File: config.mk
export PLATFORM = sky130hd
export DESIGN_NAME = i2s_sample_tx_flat
export DESIGN_NICKNAME = d
export VERILOG_FILES = /design/src/rtl/audio_pkg.sv /design/src/rtl/i2s_sample_tx_if.sv /design/src/rtl/sample_fifo.sv /design/src/rtl/i2s_sample_tx.sv /design/src/flat_wrapper.sv
export SDC_FILE = /design/constraint.sdc
export NUM_CORES = 1
export LEC_CHECK = 0
export BUFFER_PORTS_ARGS = -buffer_cell sky130_fd_sc_hd__buf_2
export CORE_MARGIN = 8
export CORE_UTILIZATION = 38
export CTS_CLUSTER_DIAMETER = 200
export DETAILED_ROUTE_END_ITERATION = 16
export PLACE_DENSITY = 0.54
export SYNTH_ARGS = -nofsm -noshare
export SYNTH_HDL_FRONTEND = slang
export SYNTH_SLANG_ARGS = --single-unit
File: constraint.sdc
create_clock -name clk -period 6.97 [get_ports clk]
set_clock_uncertainty 0.05 [all_clocks]
set_input_delay 1.394 -clock clk [delete_from_list [all_inputs] [get_ports clk]]
set_output_delay 1.394 -clock clk [all_outputs]
set_load 0.02 [all_outputs]
File: src/rtl/audio_pkg.sv
// Purpose: shared types for the I2S sample transmit path (sample word, serialiser state).
// Latency: n/a (types and constants only).
// Backpressure: n/a.
package audio_pkg;

    // Bits per audio sample word, sent MSB-first on the wire.
    localparam int SAMPLE_W = 16;

    typedef logic signed [SAMPLE_W-1:0] sample_t;

    typedef enum logic [1:0] {
        IDLE  = 2'd0,
        RUN   = 2'd1,
        DRAIN = 2'd2
    } i2s_state_t;

endpackage

File: src/rtl/i2s_sample_tx_if.sv
// Purpose: per-channel left/right sample stream from the audio generator into the I2S transmitter.
// Latency: n/a (signal bundle only).
// Backpressure: each channel's ready is its FIFO not-full; a valid offered while ready=0 is dropped.
// Ports: sample_data_l/r, sample_valid_l/r (source -> sink), left_chan_ready/right_chan_ready (sink -> source).
interface i2s_sample_tx_if;
    import audio_pkg::*;

    sample_t sample_data_l;
    logic    sample_valid_l;
    logic    left_chan_ready;
    sample_t sample_data_r;
    logic    sample_valid_r;
    logic    right_chan_ready;

    modport master (
        output sample_data_l, sample_valid_l, sample_data_r, sample_valid_r,
        input  left_chan_ready, right_chan_ready
    );

    modport slave (
        input  sample_data_l, sample_valid_l, sample_data_r, sample_valid_r,
        output left_chan_ready, right_chan_ready
    );
endinterface

File: src/rtl/sample_fifo.sv
// Purpose: small synchronous FIFO holding samples for one audio channel.
// Latency: write visible at pop_data the cycle after push; pop_data is the head word, combinational.
// Backpressure: push ignored when full, pop ignored when empty; push+pop together keep count unchanged.
// Ports: clk, reset (sync, active-high), push/push_data, pop/pop_data, full, empty.
module sample_fifo #(
    parameter int WIDTH = 16,
    parameter int DEPTH = 4,
    localparam int PTR_W = (DEPTH > 1) ? $clog2(DEPTH) : 1,
    localparam int CNT_W = $clog2(DEPTH + 1)
) (
    input  logic             clk,
    input  logic             reset,
    input  logic             push,
    input  logic [WIDTH-1:0] push_data,
    input  logic             pop,
    output logic [WIDTH-1:0] pop_data,
    output logic             full,
    output logic             empty
);

    localparam logic [PTR_W-1:0] PTR_LAST = PTR_W'(DEPTH - 1);
    localparam logic [CNT_W-1:0] CNT_FULL = CNT_W'(DEPTH);

    logic [WIDTH-1:0] mem [DEPTH];
    logic [PTR_W-1:0] wr_ptr;
    logic [PTR_W-1:0] rd_ptr;
    logic [CNT_W-1:0] count;
    logic             do_push;
    logic             do_pop;

    assign full     = (count == CNT_FULL);
    assign empty    = (count == '0);
    assign do_push  = push && !full;
    assign do_pop   = pop && !empty;
    assign pop_data = mem[rd_ptr];

    // Storage carries no reset: stale words are unreachable once the pointers are cleared.
    always_ff @(posedge clk) begin
        if (do_push) begin
            mem[wr_ptr] <= push_data;
        end
    end

    always_ff @(posedge clk) begin
        if (reset) begin
            wr_ptr <= '0;
            rd_ptr <= '0;
            count  <= '0;
        end else begin
            if (do_push) begin
                wr_ptr <= (wr_ptr == PTR_LAST) ? '0 : wr_ptr + PTR_W'(1);
            end
            if (do_pop) begin
                rd_ptr <= (rd_ptr == PTR_LAST) ? '0 : rd_ptr + PTR_W'(1);
            end
            case ({do_push, do_pop})
                2'b10:   count <= count + CNT_W'(1);
                2'b01:   count <= count - CNT_W'(1);
                default: count <= count;
            endcase
        end
    end

endmodule

File: src/rtl/i2s_sample_tx.sv
// Purpose: buffers left/right samples and serialises them as I2S (BCLK, DACLRCK, DACDAT) for the codec DAC.
// Latency: first BCLK rise CLK_DIV cycles after leaving IDLE; data bits start one BCLK after each LRCK edge.
// Backpressure: per-channel ready = FIFO not full; a frame start with either FIFO empty sends zeros and flags underrun.
// Ports: clk, reset (sync, active-high), enable, sif (sample stream, slave side), AUD_BCLK, AUD_DACLRCK,
//        AUD_DACDAT, underrun (1-cycle pulse), underrun_count (saturating).
module i2s_sample_tx
    import audio_pkg::*;
#(
    parameter int SLOT_BITS  = 32,   // BCLK periods per channel slot, >= SAMPLE_W+1
    parameter int CLK_DIV    = 16,   // clk cycles per BCLK half-period, >= 1
    parameter int FIFO_DEPTH = 4     // entries per channel FIFO, power of two
) (
    input  logic                clk,
    input  logic                reset,
    input  logic                enable,
    i2s_sample_tx_if.slave      sif,
    output logic                AUD_BCLK,
    output logic                AUD_DACLRCK,
    output logic                AUD_DACDAT,
    output logic                underrun,
    output logic [15:0]         underrun_count
);

    localparam int DIV_W = (CLK_DIV > 1) ? $clog2(CLK_DIV) : 1;
    localparam int BIT_W = $clog2(2 * SLOT_BITS);

    localparam logic [DIV_W-1:0] DIV_LAST   = DIV_W'(CLK_DIV - 1);
    localparam logic [BIT_W-1:0] BIT_LAST   = BIT_W'(2 * SLOT_BITS - 1);
    localparam logic [BIT_W-1:0] RIGHT_BASE = BIT_W'(SLOT_BITS);
    localparam logic [BIT_W-1:0] DATA_LAST  = BIT_W'(SAMPLE_W);

    i2s_state_t       state;
    i2s_state_t       state_nxt;
    logic [DIV_W-1:0] div_cnt;
    logic [BIT_W-1:0] bit_cnt;
    logic [BIT_W-1:0] bit_nxt;
    logic [BIT_W-1:0] slot_pos;
    sample_t          sh_l;
    sample_t          sh_r;
    sample_t          head_l;
    sample_t          head_r;
    logic             full_l, full_r;
    logic             empty_l, empty_r;
    logic             both_avail;
    logic             bclk_fall;
    logic             frame_wrap;
    logic             start;
    logic             load;
    logic             pop;
    logic             in_data;

    sample_fifo #(.WIDTH(SAMPLE_W), .DEPTH(FIFO_DEPTH)) u_fifo_l (
        .clk       (clk),
        .reset     (reset),
        .push      (sif.sample_valid_l),
        .push_data (sif.sample_data_l),
        .pop       (pop),
        .pop_data  (head_l),
        .full      (full_l),
        .empty     (empty_l)
    );

    sample_fifo #(.WIDTH(SAMPLE_W), .DEPTH(FIFO_DEPTH)) u_fifo_r (
        .clk       (clk),
        .reset     (reset),
        .push      (sif.sample_valid_r),
        .push_data (sif.sample_data_r),
        .pop       (pop),
        .pop_data  (head_r),
        .full      (full_r),
        .empty     (empty_r)
    );

    assign sif.left_chan_ready  = !full_l;
    assign sif.right_chan_ready = !full_r;

    always_comb begin
        state_nxt  = state;
        both_avail = !empty_l && !empty_r;
        bit_nxt    = (bit_cnt == BIT_LAST) ? '0 : bit_cnt + BIT_W'(1);
        slot_pos   = (bit_nxt >= RIGHT_BASE) ? bit_nxt - RIGHT_BASE : bit_nxt;
        in_data    = (slot_pos != '0) && (slot_pos <= DATA_LAST);
        bclk_fall  = (state != IDLE) && (div_cnt == DIV_LAST) && AUD_BCLK;
        frame_wrap = bclk_fall && (bit_nxt == '0);

        case (state)
            IDLE:    if (enable && both_avail) state_nxt = RUN;
            RUN:     if (!enable) state_nxt = DRAIN;
            DRAIN: begin
                if (enable)          state_nxt = RUN;
                else if (frame_wrap) state_nxt = IDLE;
            end
            default: state_nxt = IDLE;
        endcase

        start = (state == IDLE) && (state_nxt == RUN);
        // A draining serialiser that is still disabled at the wrap stops instead of fetching a new frame.
        load  = frame_wrap && ((state == RUN) || enable);
        // L and R always leave their FIFOs together so the channels stay paired.
        pop   = start || (load && both_avail);
    end

    always_ff @(posedge clk) begin
        if (reset) begin
            state <= IDLE;
        end else begin
            state <= state_nxt;
        end
    end

    always_ff @(posedge clk) begin
        if (reset) begin
            div_cnt        <= '0;
            bit_cnt        <= '0;
            AUD_BCLK       <= 1'b0;
            AUD_DACLRCK    <= 1'b0;
            AUD_DACDAT     <= 1'b0;
            sh_l           <= '0;
            sh_r           <= '0;
            underrun       <= 1'b0;
            underrun_count <= '0;
        end else begin
            underrun <= 1'b0;
            if (start) begin
                div_cnt     <= '0;
                bit_cnt     <= '0;
                AUD_BCLK    <= 1'b0;
                AUD_DACLRCK <= 1'b0;
                AUD_DACDAT  <= 1'b0;
                sh_l        <= head_l;
                sh_r        <= head_r;
            end else if (state == IDLE) begin
                div_cnt     <= '0;
                bit_cnt     <= '0;
                AUD_BCLK    <= 1'b0;
                AUD_DACLRCK <= 1'b0;
                AUD_DACDAT  <= 1'b0;
            end else if (div_cnt != DIV_LAST) begin
                div_cnt <= div_cnt + DIV_W'(1);
            end else begin
                div_cnt  <= '0;
                AUD_BCLK <= !AUD_BCLK;
                // Everything the DAC sees moves on the BCLK falling edge so it is stable at the rise.
                if (bclk_fall) begin
                    bit_cnt     <= bit_nxt;
                    AUD_DACLRCK <= (bit_nxt >= RIGHT_BASE);
                    AUD_DACDAT  <= 1'b0;
                    if (load) begin
                        if (both_avail) begin
                            sh_l <= head_l;
                            sh_r <= head_r;
                        end else begin
                            sh_l     <= '0;
                            sh_r     <= '0;
                            underrun <= 1'b1;
                            if (underrun_count != 16'hFFFF) begin
                                underrun_count <= underrun_count + 16'd1;
                            end
                        end
                    end else if (in_data) begin
                        if (bit_nxt < RIGHT_BASE) begin
                            AUD_DACDAT <= sh_l[SAMPLE_W-1];
                            sh_l       <= sh_l << 1;
                        end else begin
                            AUD_DACDAT <= sh_r[SAMPLE_W-1];
                            sh_r       <= sh_r << 1;
                        end
                    end
                end
            end
        end
    end

endmodule
File: src/flat_wrapper.sv
// flat-port wrapper written by rule: the top's interface ports become plain ports
module i2s_sample_tx_flat import audio_pkg::*;
#(
    parameter int SLOT_BITS  = 32,                                                  
    parameter int CLK_DIV    = 16,                                           
    parameter int FIFO_DEPTH = 4                                              
)
  (clk, reset, enable, AUD_BCLK, AUD_DACLRCK, AUD_DACDAT, underrun, underrun_count, sif_sample_data_l, sif_sample_valid_l, sif_sample_data_r, sif_sample_valid_r, sif_left_chan_ready, sif_right_chan_ready);
  i2s_sample_tx_if sif_i ();
  input  logic clk;
  input  logic reset;
  input  logic enable;
  output logic AUD_BCLK;
  output logic AUD_DACLRCK;
  output logic AUD_DACDAT;
  output logic underrun;
  output logic [15:0] underrun_count;
  input wire logic [$bits(sif_i.sample_data_l)-1:0] sif_sample_data_l;
  input wire logic [$bits(sif_i.sample_valid_l)-1:0] sif_sample_valid_l;
  input wire logic [$bits(sif_i.sample_data_r)-1:0] sif_sample_data_r;
  input wire logic [$bits(sif_i.sample_valid_r)-1:0] sif_sample_valid_r;
  output wire logic [$bits(sif_i.left_chan_ready)-1:0] sif_left_chan_ready;
  output wire logic [$bits(sif_i.right_chan_ready)-1:0] sif_right_chan_ready;
  assign sif_i.sample_data_l = sif_sample_data_l;
  assign sif_i.sample_valid_l = sif_sample_valid_l;
  assign sif_i.sample_data_r = sif_sample_data_r;
  assign sif_i.sample_valid_r = sif_sample_valid_r;
  assign sif_left_chan_ready = sif_i.left_chan_ready;
  assign sif_right_chan_ready = sif_i.right_chan_ready;
  i2s_sample_tx #(.SLOT_BITS(SLOT_BITS), .CLK_DIV(CLK_DIV), .FIFO_DEPTH(FIFO_DEPTH)) u_core (.clk(clk), .reset(reset), .enable(enable), .sif(sif_i), .AUD_BCLK(AUD_BCLK), .AUD_DACLRCK(AUD_DACLRCK), .AUD_DACDAT(AUD_DACDAT), .underrun(underrun), .underrun_count(underrun_count));
endmodule
==> results.yml <==
run_status:
  status: "finished, final reports clean"
floorplan:
  die_area_um2: 28000
  rows: 55
  ios: 59
  fp.dieW_um: 167
  start_util_pct: 38.5
  design.core.area_um2: 22600
  die_h_um: 167
global_route:
  via_count_of_the_first_global_routing_pass: 5434
  grt_max_degree: 67
  grt_antenna_before_repair: 0
  first_pass_grt_wire_length_mm: 28.6
  grt_use_total_pct: 12.4
  grt-ovfl-total: 0
placed_design:
  io_buf_count: 58
  gp_congestion: 0.816
  dp.cells: 927
  hpwl_mm: 11.0
clock_network:
  clock-sinks: 210
  tritoncts: "built"
  clkTransAtPathRegs_ps: 60
  cts_resized: 0
  cts-buffers-inserted: 24
  cts.root.buffer_cell: "sky130_fd_sc_hd__clkbuf_16"
  cts_setup_buffers: 0
  cts-hold-fix-buffers: 0
  htree_levels: 1
  cts_max_path_buffers: 3
  worst_skew_pair.late_latency_ps: 500
power:
  share_clk_of_total_power_pct: 36.4
  proportion_of_power_drawn_by_combinational_gates_pct: 16.8
  seq_power_share_pct: 46.8
  p_switching_uw: 862
  internal_power_uw: 2350
  vdd.ir_drop.worst_mv: 0.159
  power_switching_share_pct: 26.8
  cellLeakagePower_uw: 0.00340
  power.density_cell_area_nw_per_um2: 323
sta:
  final-hold-violation-count: 0
  remaining_max_slew_budget_at_the_tightest_pin_pct: 34.5
  timing_worst_slew_pin_value_ps: 982
  post-route-period-util_pct: 52.3
  number_of_max_slew_violations_in_the_final_report: 0
  rsz0062_at_grt: "no"
  timing.final.crit_period_ps: 3640
  max_freq_mhz: 275
  fin_tns_setup_ps: 0
  setup_viol: 0
job:
  drv.max_cap_violation_count: 0
setup_path:
  endpoint_kind: "flop"
  criticalPathCategory: "primary input to flop"
  critical-path-max-stage-delay_ps: 470
  crit_path_max_fanout: 37
  r2r_end: "u_core.u_fifo_l.count[2]"
  timing.reg2reg.setup_slack_ps: 3340
  worstPathCellList: "buf_2 -> nand2b_1 -> nand4_4 -> a21oi_4 -> buf_4 -> ha_1 -> inv_1 -> fa_1 -> xor2_1 -> or3_1 -> a21oi_1"
  arrival_ps: 4020
  critPathLaunch: "enable"
  startpoint_type: "primary input"
  critical_path.reg2reg.startpoint: "u_core.div_cnt[0]"
  reg2regPathDepth: 12
  critical-path-slowest-cell: "sky130_fd_sc_hd__buf_4"
  cp.required_ps: 7350
synthesis:
  ys_types: 58
  netlist_area_um2: 8700
  synth_area_per_cell_um2: 14.2
  synth_async_sr_flop_share_pct: 0
  synthCells: 613
  dominantRegCellSynth: "sky130_fd_sc_hd__edfxtp_1"
  yosys_register_bits: 210
  most_repeated_cell_in_the_gate_level_netlist_after_synthesis: "sky130_fd_sc_hd__edfxtp_1"
  synth_top_cells_by_area: "sky130_fd_sc_hd__edfxtp_1 (44%), sky130_fd_sc_hd__dfxtp_1 (19%), sky130_fd_sc_hd__mux4_2 (8.3%)"
  synth.net_count: 667
  synth_largest_area_cell: "sky130_fd_sc_hd__edfxtp_1"
  yosysWarningCount: 0
  synth.top_cells.by_count: "sky130_fd_sc_hd__edfxtp_1 (128), sky130_fd_sc_hd__dfxtp_1 (82), sky130_fd_sc_hd__nor2_1 (77)"
  synth_edf_count: 128
  yosysSeqAreaShare_pct: 63.1
  synth_top_area_share_pct: 44.2
routing:
  drt_pass1_iterations: 4
  number_of_vias_in_the_routed_layout: 5178
  postRouteAntennaNets: 0
  drt-initial-drc-count: 316
  totalWireLength_mm: 17.5
  route.detailed.drc: 0
  mean_number_of_vias_per_cell: 5.35
  wl_per_cell_um: 18.0
layout:
  final_layout_size_suffix_gt1_share_pct: 25.2
  antennaDiodeCount: 0
  final_net_count: 722
  areaGrowthSynthToFinish_pct: 14.5
  fin_cells: 968
hold_path:
  min-delay-path-class: "flop to flop"
  hp-start: "u_core.AUD_DACLRCK"
  hold_end: "u_core.AUD_DACLRCK"
  timing.hold.worst_path_depth: 2
## metrics by stage
stage	utilization, %	hold WS, ps	setup WS, ps	instance area (µm²)	power, µW
after floorplan	-	405	3470	8700	1940
after global placement	40.8	419	2950	9210	2060
after detailed placement	40.8	420	2810	9210	2080
after CTS	44.1	433	3340	9950	3260
after global routing	44.1	457	3060	9950	3370
final	44.1	428	3330	9950	3210
## flip-flops by register name, indices dropped and copies added (netlist names), 2 cells and up, named ones only
name / count
u_core.u_fifo_l.mem: 64
u_core.u_fifo_r.mem: 64
u_core.sh_l: 16
u_core.sh_r: 16
u_core.underrun_count: 16
u_core.bit_cnt: 6
u_core.div_cnt: 4
u_core.u_fifo_l.count: 3
u_core.u_fifo_r.count: 3
u_core.state: 2
u_core.u_fifo_l.rd_ptr: 2
u_core.u_fifo_l.wr_ptr: 2
u_core.u_fifo_r.rd_ptr: 2
u_core.u_fifo_r.wr_ptr: 2
## final cells by class
cell class                 count  area [µm²]
fill                        2034       12600
sequential                   210        5490
multi-input combinational    354        2990
clock buffer                  31         691
tap                          285         357
timing repair buffer          63         328
inverter                      15        56.3
clock inverter                10        50.0
## power groups by stage
stage / clock network (µW) / registers (µW) / logic, µW
after floorplan: 0 / 1510 / 431
after detailed placement: 0 / 1530 / 550
final: 1170 / 1500 / 540
after global placement: 0 / 1520 / 532
after global routing: 1250 / 1520 / 603
after CTS: 1200 / 1510 / 551
## metal layers
metal  track usage (%)  wire length (µm)  up-vias
li1                  -                 -     2449
met4              3.80               350        0
met1              15.8              7930     2583
met3              2.63               824       27
met2              21.0              8350      119
met5                 0                 0        -
## cells in the final DEF, fill, tap and decap left out, types with 7 or more instances in the layout
| cell | netlist | layout |
|---|---|---|
| sky130_fd_sc_hd__nor2_1 | 77 | 77 |
| sky130_fd_sc_hd__o21ai_0 | 7 | 7 |
| sky130_fd_sc_hd__edfxtp_1 | 128 | 128 |
| sky130_fd_sc_hd__mux4_2 | 32 | 32 |
| sky130_fd_sc_hd__nor3_2 | 10 | 10 |
| sky130_fd_sc_hd__ha_1 | 15 | 15 |
| sky130_fd_sc_hd__and3_1 | 15 | 15 |
| sky130_fd_sc_hd__xnor2_1 | 17 | 17 |
| sky130_fd_sc_hd__nand2_1 | 18 | 18 |
| sky130_fd_sc_hd__nand3_1 | 13 | 13 |
| sky130_fd_sc_hd__buf_2 | 10 | 58 |
| sky130_fd_sc_hd__clkbuf_16 | 0 | 27 |
| sky130_fd_sc_hd__inv_1 | 15 | 15 |
| sky130_fd_sc_hd__dfxtp_1 | 82 | 82 |
| sky130_fd_sc_hd__a221oi_1 | 13 | 13 |
| sky130_fd_sc_hd__a221oi_2 | 18 | 18 |
| sky130_fd_sc_hd__a21oi_1 | 16 | 16 |
| sky130_fd_sc_hd__nor3_1 | 31 | 31 |
## cell families (layout without fill, tap and decap cells)
group                      Yosys count  after routing  share of synthesized area, %
DFF                                210            210                          63.1
and+or+nand+nor                    201            201                          12.3
AOI/OAI and AO/OA                   73             73                          7.74
buffers and inverters               49            119                          2.73
muxes                               40             40                          9.24
xor gates and xnor gates            23             23                          2.32
adders and majority gates           17             17                          2.62
## worst max path at each step
| stage | end | slack, ps | cells past startpoint |
|---|---|---|---|
| final | u_core.u_fifo_l.count[2] | 3330 | 11 |
| after global routing | u_core.u_fifo_l.count[2] | 3060 | 12 |
| after CTS | u_core.u_fifo_l.count[2] | 3340 | 12 |
| after detailed placement | u_core.u_fifo_l.count[2] | 2810 | 11 |
| after global placement | u_core.u_fifo_l.count[2] | 2950 | 11 |
| after floorplan | u_core.u_fifo_l.count[2] | 3470 | 10 |
## critical path, delay by kind of cell
family | cells | cell delay (ps)
xor+xnor | 1 | 160
fa+ha+maj | 2 | 660
buf+inv | 3 | 660
simple gates | 3 | 790
compound gates | 2 | 310
Note: power is estimated with default switching activity, not from simulation.
